### src/rtl/sdram_frame_scheduler.sv
// sdram_frame_scheduler
// Triple-buffer frame scheduler that sits in front of an SDRAM controller's
// write and read FIFO ports. Three frame buffers live in SDRAM. One is being
// written, one is being displayed, and the third is either spare or holds a
// completed frame that has not been read yet.
//
// Writer frame-end events swap the write and spare buffers. Reader frame-start
// events take the newest complete frame, or repeat the current one if no new
// frame is ready. The writer never stalls.
//
// Ports:
//   i_clk              controller clock (SDRAM controller REF_CLK domain)
//   i_rst              asynchronous active-high reset
//   i_wr_frame_end     1-cycle pulse, writer finished its frame
//   i_rd_frame_start   1-cycle pulse, display vsync
//   o_wr_load          write-side address load / FIFO clear
//   o_wr_min_addr      write buffer start word address
//   o_wr_max_addr      write buffer end word address
//   o_rd_load          read-side address load / FIFO clear
//   o_rd_min_addr      read buffer start word address
//   o_rd_max_addr      read buffer end word address
//   o_wr_buf           index of the buffer being written
//   o_rd_buf           index of the buffer being read
//   o_frame_ready      spare buffer holds a completed, unread frame
//   o_drop_cnt         frames overwritten before being read (saturating)
//   o_repeat_cnt       reader frame starts with no new frame (saturating)
module sdram_frame_scheduler #(
  parameter int unsigned ASIZE       = 21,
  parameter int unsigned BUF_BASE    = 0,
  parameter int unsigned BUF_STRIDE  = 32'h0008_0000,
  parameter int unsigned FRAME_WORDS = 384000,
  parameter int unsigned LOAD_CYCLES = 4
) (
  input  logic             i_clk,
  input  logic             i_rst,
  input  logic             i_wr_frame_end,
  input  logic             i_rd_frame_start,
  output logic             o_wr_load,
  output logic [ASIZE-1:0] o_wr_min_addr,
  output logic [ASIZE-1:0] o_wr_max_addr,
  output logic             o_rd_load,
  output logic [ASIZE-1:0] o_rd_min_addr,
  output logic [ASIZE-1:0] o_rd_max_addr,
  output logic [1:0]       o_wr_buf,
  output logic [1:0]       o_rd_buf,
  output logic             o_frame_ready,
  output logic [15:0]      o_drop_cnt,
  output logic [15:0]      o_repeat_cnt
);

  // Buffer start addresses; the index-to-address multiply is a constant mux.
  localparam logic [ASIZE-1:0] MIN0      = ASIZE'(BUF_BASE);
  localparam logic [ASIZE-1:0] MIN1      = ASIZE'(BUF_BASE + BUF_STRIDE);
  localparam logic [ASIZE-1:0] MIN2      = ASIZE'(BUF_BASE + 2 * BUF_STRIDE);
  localparam logic [ASIZE-1:0] FSZ       = ASIZE'(FRAME_WORDS);
  localparam logic [3:0]       LOAD_INIT = 4'(LOAD_CYCLES);

  function automatic logic [ASIZE-1:0] buf_min(input logic [1:0] idx);
    case (idx)
      2'd1:    return MIN1;
      2'd2:    return MIN2;
      default: return MIN0;
    endcase
  endfunction

  // Init / run FSM: the first edge after reset release fires both loads.
  typedef enum logic {StInit, StRun} state_e;

  state_e r_state;
  state_e w_state_next;
  logic   w_init;

  always_ff @(posedge i_clk or posedge i_rst) begin
    if (i_rst) begin
      r_state <= StInit;
    end else begin
      r_state <= w_state_next;
    end
  end

  always_comb begin
    w_state_next = r_state;
    case (r_state)
      StInit:  w_state_next = StRun;
      StRun:   w_state_next = StRun;
      default: w_state_next = StInit;
    endcase
  end

  always_comb begin
    w_init = (r_state == StInit);
  end

  // Buffer indices and ready flag.
  logic [1:0]  r_wr;
  logic [1:0]  r_rd;
  logic        r_ready;
  logic [1:0]  w_spare;
  logic [1:0]  w_spare_mid;
  logic [1:0]  w_wr_next;
  logic [1:0]  w_rd_next;
  logic        w_ready_next;
  logic        w_drop_inc;
  logic        w_rep_inc;
  logic        w_wr_reload;
  logic        w_rd_reload;
  logic [3:0]  r_wr_cnt;
  logic [3:0]  r_rd_cnt;
  logic [3:0]  w_wr_cnt_next;
  logic [3:0]  w_rd_cnt_next;
  logic        r_wr_load;
  logic        r_rd_load;
  logic [ASIZE-1:0] r_wr_min;
  logic [ASIZE-1:0] r_wr_max;
  logic [ASIZE-1:0] r_rd_min;
  logic [ASIZE-1:0] r_rd_max;
  logic [15:0] r_drop_cnt;
  logic [15:0] r_rep_cnt;

  // Indices are a permutation of {0,1,2}, so spare is what is left over.
  assign w_spare = 2'd3 - r_wr - r_rd;

  // Simultaneous events resolve as the write swap followed by the read swap.
  always_comb begin
    w_wr_next    = r_wr;
    w_rd_next    = r_rd;
    w_ready_next = r_ready;
    w_spare_mid  = w_spare;
    w_drop_inc   = 1'b0;
    w_rep_inc    = 1'b0;
    if (i_wr_frame_end) begin
      w_wr_next    = w_spare;
      w_spare_mid  = r_wr;
      w_drop_inc   = r_ready;
      w_ready_next = 1'b1;
    end
    if (i_rd_frame_start) begin
      if (w_ready_next) begin
        w_rd_next    = w_spare_mid;
        w_ready_next = 1'b0;
      end else begin
        w_rep_inc = 1'b1;
      end
    end
  end

  // A repeat also reloads the read side so the FIFO restarts the same buffer.
  assign w_wr_reload = w_init | i_wr_frame_end;
  assign w_rd_reload = w_init | i_rd_frame_start;

  always_comb begin
    w_wr_cnt_next = r_wr_cnt;
    w_rd_cnt_next = r_rd_cnt;
    if (w_wr_reload) begin
      w_wr_cnt_next = LOAD_INIT;
    end else if (r_wr_cnt != 4'd0) begin
      w_wr_cnt_next = r_wr_cnt - 4'd1;
    end
    if (w_rd_reload) begin
      w_rd_cnt_next = LOAD_INIT;
    end else if (r_rd_cnt != 4'd0) begin
      w_rd_cnt_next = r_rd_cnt - 4'd1;
    end
  end

  always_ff @(posedge i_clk or posedge i_rst) begin
    if (i_rst) begin
      r_wr       <= 2'd0;
      r_rd       <= 2'd1;
      r_ready    <= 1'b0;
      r_wr_cnt   <= 4'd0;
      r_rd_cnt   <= 4'd0;
      r_wr_load  <= 1'b0;
      r_rd_load  <= 1'b0;
      r_wr_min   <= MIN0;
      r_wr_max   <= MIN0 + FSZ;
      r_rd_min   <= MIN1;
      r_rd_max   <= MIN1 + FSZ;
      r_drop_cnt <= 16'd0;
      r_rep_cnt  <= 16'd0;
    end else begin
      r_wr      <= w_wr_next;
      r_rd      <= w_rd_next;
      r_ready   <= w_ready_next;
      r_wr_cnt  <= w_wr_cnt_next;
      r_rd_cnt  <= w_rd_cnt_next;
      // Load rises on the same edge as the new address.
      r_wr_load <= (w_wr_cnt_next != 4'd0);
      r_rd_load <= (w_rd_cnt_next != 4'd0);
      r_wr_min  <= buf_min(w_wr_next);
      r_wr_max  <= buf_min(w_wr_next) + FSZ;
      r_rd_min  <= buf_min(w_rd_next);
      r_rd_max  <= buf_min(w_rd_next) + FSZ;
      if (w_drop_inc && (r_drop_cnt != 16'hFFFF)) begin
        r_drop_cnt <= r_drop_cnt + 16'd1;
      end
      if (w_rep_inc && (r_rep_cnt != 16'hFFFF)) begin
        r_rep_cnt <= r_rep_cnt + 16'd1;
      end
    end
  end

  assign o_wr_load     = r_wr_load;
  assign o_rd_load     = r_rd_load;
  assign o_wr_min_addr = r_wr_min;
  assign o_wr_max_addr = r_wr_max;
  assign o_rd_min_addr = r_rd_min;
  assign o_rd_max_addr = r_rd_max;
  assign o_wr_buf      = r_wr;
  assign o_rd_buf      = r_rd;
  assign o_frame_ready = r_ready;
  assign o_drop_cnt    = r_drop_cnt;
  assign o_repeat_cnt  = r_rep_cnt;

endmodule

### config.mk
export PLATFORM = sky130hd
export DESIGN_NAME = sdram_frame_scheduler
export DESIGN_NICKNAME = d
export VERILOG_FILES = /design/src/rtl/sdram_frame_scheduler.sv
export SDC_FILE = /design/constraint.sdc
export NUM_CORES = 1
export LEC_CHECK = 0
export BUFFER_PORTS_ARGS = -buffer_cell sky130_fd_sc_hd__buf_4
export CAP_MARGIN = 20
export CELL_PAD_IN_SITES_DETAIL_PLACEMENT = 1
export CELL_PAD_IN_SITES_GLOBAL_PLACEMENT = 2
export CORE_MARGIN = 3
export CORE_UTILIZATION = 26
export DETAILED_ROUTE_END_ITERATION = 7
export GPL_TIMING_DRIVEN = 0
export PLACE_DENSITY_LB_ADDON = 0.1
export SLEW_MARGIN = 0
export SYNTH_ARGS = -nofsm -noshare
export SYNTH_HDL_FRONTEND = slang
export SYNTH_SLANG_ARGS = --single-unit
export TNS_END_PERCENT = 5
### constraint.sdc
create_clock -name i_clk -period 1.7 [get_ports i_clk]
set_input_delay 0.255 -clock i_clk [delete_from_list [all_inputs] [get_ports i_clk]]
set_output_delay 0.255 -clock i_clk [all_outputs]
set_load 0.01 [all_outputs]
==> metrics <==
Finished Layout Cells=593; RSZ-0062 raised after global routing=true; clk_skew=roughly 0.006 ns; Final min period=1.69 ns; final hold vios=0; I/O Buffers=49; Startpoint Class=flip-flop; CORE AREA=11,500 um^2; Filler Cells Inserted=1,320; crit-path max FO=5; Worst Hold Class=in2reg; power density cells=996 nW/um^2; LEAKAGE=approximately 2.2 nW; CP required=1.87 ns; Max clock buf depth=2; detailed placement HPWL=a little over 5000 um; layout cell share with drive strength beyond 1=0.413; row count=39; Remaining Overflow, GRT=0; routed len/inst=between 10 and 15 um; Routed Antenna Nets=0; 1st-iter DRT viols=between 40 and 50; Synth warnings=0; Max rail drop VDD=423 uV; Root Driver=clkbuf_16; most frequent cells in the layout=buf_4, conb_1, dfrtp_1; average size of a mapped cell=10.2 um^2; Die Span Y=115 um; Via Count=2,296; fin. max-slew vios=0; Tcrit/Tclk final=0.993; Synth Register Bits=52; antenna violations before repair=0; Synth Cell Area=between 3000 and 4000 um^2; # setup viols final=0; crit-path cells=ha_4 -> nand4_4 -> nor3_4 -> a41oi_4 -> mux2_4; # diodes=0; H-tree Lvls=2; vias per cell=between 3 and 4; Residual DRC=0; crit path kind=reg2reg; area of the multi-input gates=approximately 1500 um^2; IO Count=127; Cells after Synth=303; max-cap viol count=0; Clock Sinks=52; CTS tree=yes; status=finished clean; Worst setup EP type=flip-flop; Placer Congestion=around 0.72; Crit-path slowest cell=dfrtp_1; Register Area=1310 um^2; largest net degree at the start of global routing=36; Starting Density=0.268; die footprint=13,200 um^2; Area Overhead vs Synth=39.0%; Layout Nets=about 460; Final Routed Wirelength=approximately 6900 um; vias in the first global route=2,296; commonest non-fill, non-tap cell in the layout=buf_4; CTS Buf Count=5; clk slew on worst S/H paths=0.07 ns; f_max=a little under 600 MHz; 1st-pass router iterations=4; Worst Path Arrival=1.86 ns; CP max stage delay=0.42 ns; register area share after synthesis=0.423; Post-Place Cells=around 570; Util after Layout=0.372; DIE WIDTH=115 um; post-synthesis cell type count=45; first-pass GRT wire length=11,300 um; All-Layer GR Usage=0.103; Clk Latency, worst-skew pair=roughly 0.28 ns
[flip-flops by register name (all words and copies together), names as in the netlist]
register       count
o_rd_min_addr      2
o_drop_cnt        16
o_frame_ready      1
r_state            1
o_wr_load          1
r_rd_cnt           4
o_rd_buf           2
o_wr_buf           2
r_wr_cnt           4
o_rd_load          1
o_wr_max_addr      2
o_repeat_cnt      16
[layout make-up]
cell class,instances,share of cell area
Buffer,82,0.142
Clock buffer,8,0.0341
Inverter,6,0.00525
Multi-Input combinational cell,239,0.357
Sequential cell,52,0.306
Tap cell,143,0.0417
Timing Repair Buffer,63,0.114
[worst paths after layout]
kind	start	to	slack, ns	depth (start not counted)
worst max-delay path	o_drop_cnt[0]$_DFFE_PP0P_	o_drop_cnt[1]$_DFFE_PP0P_	0.01	5
worst min-delay path	i_wr_frame_end	o_frame_ready$_DFF_PP0_	0.25	3
worst max register to register	o_drop_cnt[0]$_DFFE_PP0P_	o_drop_cnt[1]$_DFFE_PP0P_	0.01	5
worst min register to register	o_repeat_cnt[12]$_DFFE_PP0P_	o_repeat_cnt[12]$_DFFE_PP0P_	0.50	1
max in group asynchronous	i_rst	o_drop_cnt[6]$_DFFE_PP0P_	0.64	4
min in group asynchronous	i_rst	o_drop_cnt[0]$_DFFE_PP0P_	0.52	3
[worst max-delay path: cells and delay by family, from the launching register on]
kind | cells | cell delay, ns
mux | 1 | 0.34
simple gates | 2 | 0.42
flops | 1 | 0.42
compound gates | 1 | 0.21
fa+ha+maj | 1 | 0.18
[cells in the mapped netlist, drive strengths merged]
cell,count,share of area
conb,2,0.0024
dfrtp,50,0.41
inv,6,0.0073
nand4bb,1,0.0036
dfstp,2,0.017
or3,2,0.0041
o221ai,1,0.0028
nor2b,7,0.014
xnor2,22,0.062
a22o,3,0.0085
xor2,10,0.028
nand2b,3,0.0061
and2,3,0.0061
o21ai,5,0.0081
o211ai,1,0.0024
a211oi,1,0.0024
o211a,1,0.0032
a21boi,2,0.0049
nor3,9,0.024
mux2,3,0.012
a31oi,1,0.0069
nand2,20,0.024
or2b,1,0.0024
nand3b,1,0.0024
and2b,1,0.0024
nor4,1,0.0041
ha,5,0.020
and3,9,0.019
and4,3,0.0097
nand3,11,0.018
buf,82,0.20
a41oi,1,0.0089
nand4,8,0.018
nor2,12,0.015
a21oi,9,0.015
a211o,2,0.0057
or4,2,0.0049
[layer usage]
layer  track usage  vias up  routed length (um)
met5             0        -                   0
met4        0.0235        0                  46
met3        0.0289        2                 412
met2         0.164       80                3150
met1         0.141     1056                3280
li1              -     1158                   -
[timing repair]
action / CTS / global route
gates cloned: 1 / 0
endpoints found under the setup margin: 14 / 22
resized for setup: 9 / 16
hold buffers: 1 / 0
endpoints found under the hold margin: 15 / 0
buffers inserted: 1 / 11
pin swaps: 2 / 8
[logic make-up (layout without fill, tap and decap cells)]
logic type      Yosys count  in the layout  share of synthesized area
simple gates             94             94                      0.178
buf+inv                  88            159                      0.205
flops                    52             52                      0.423
xor+xnor                 32             32                     0.0908
compound gates           27             28                     0.0685
fa+ha+maj                 5              5                     0.0203
mux                       3              3                     0.0122
other cells               2             77                    0.00243
[stage by stage]
stage	setup slack (ns)	hold slack [ns]	TNS [ns]	area, um^2	total power [mW]
2_1_floorplan	0.0159	0.413	0	3370	2.56
3_3_place_gp	-0.668	0.485	-34.02	3910	3.09
3_5_place_dp	-0.134	0.288	-0.584	3930	3.12
4_1_cts	-0.0112	0.257	-0.0112	4150	4.18
5_1_grt	-0.0537	0.276	-0.0967	4290	4.60
6_report	0.0125	0.249	0	4290	4.27
[power by group]
part / switching, mW / total (mW) / internal [mW] / leakage [nW]
sequential: 0.257 / 1.73 / 1.47 / 0.660
clock: 0.421 / 1.01 / 0.588 / 0.0712
combinational: 0.682 / 1.53 / 0.852 / 1.46
No activity file was read; power rests on OpenSTA's default activity.
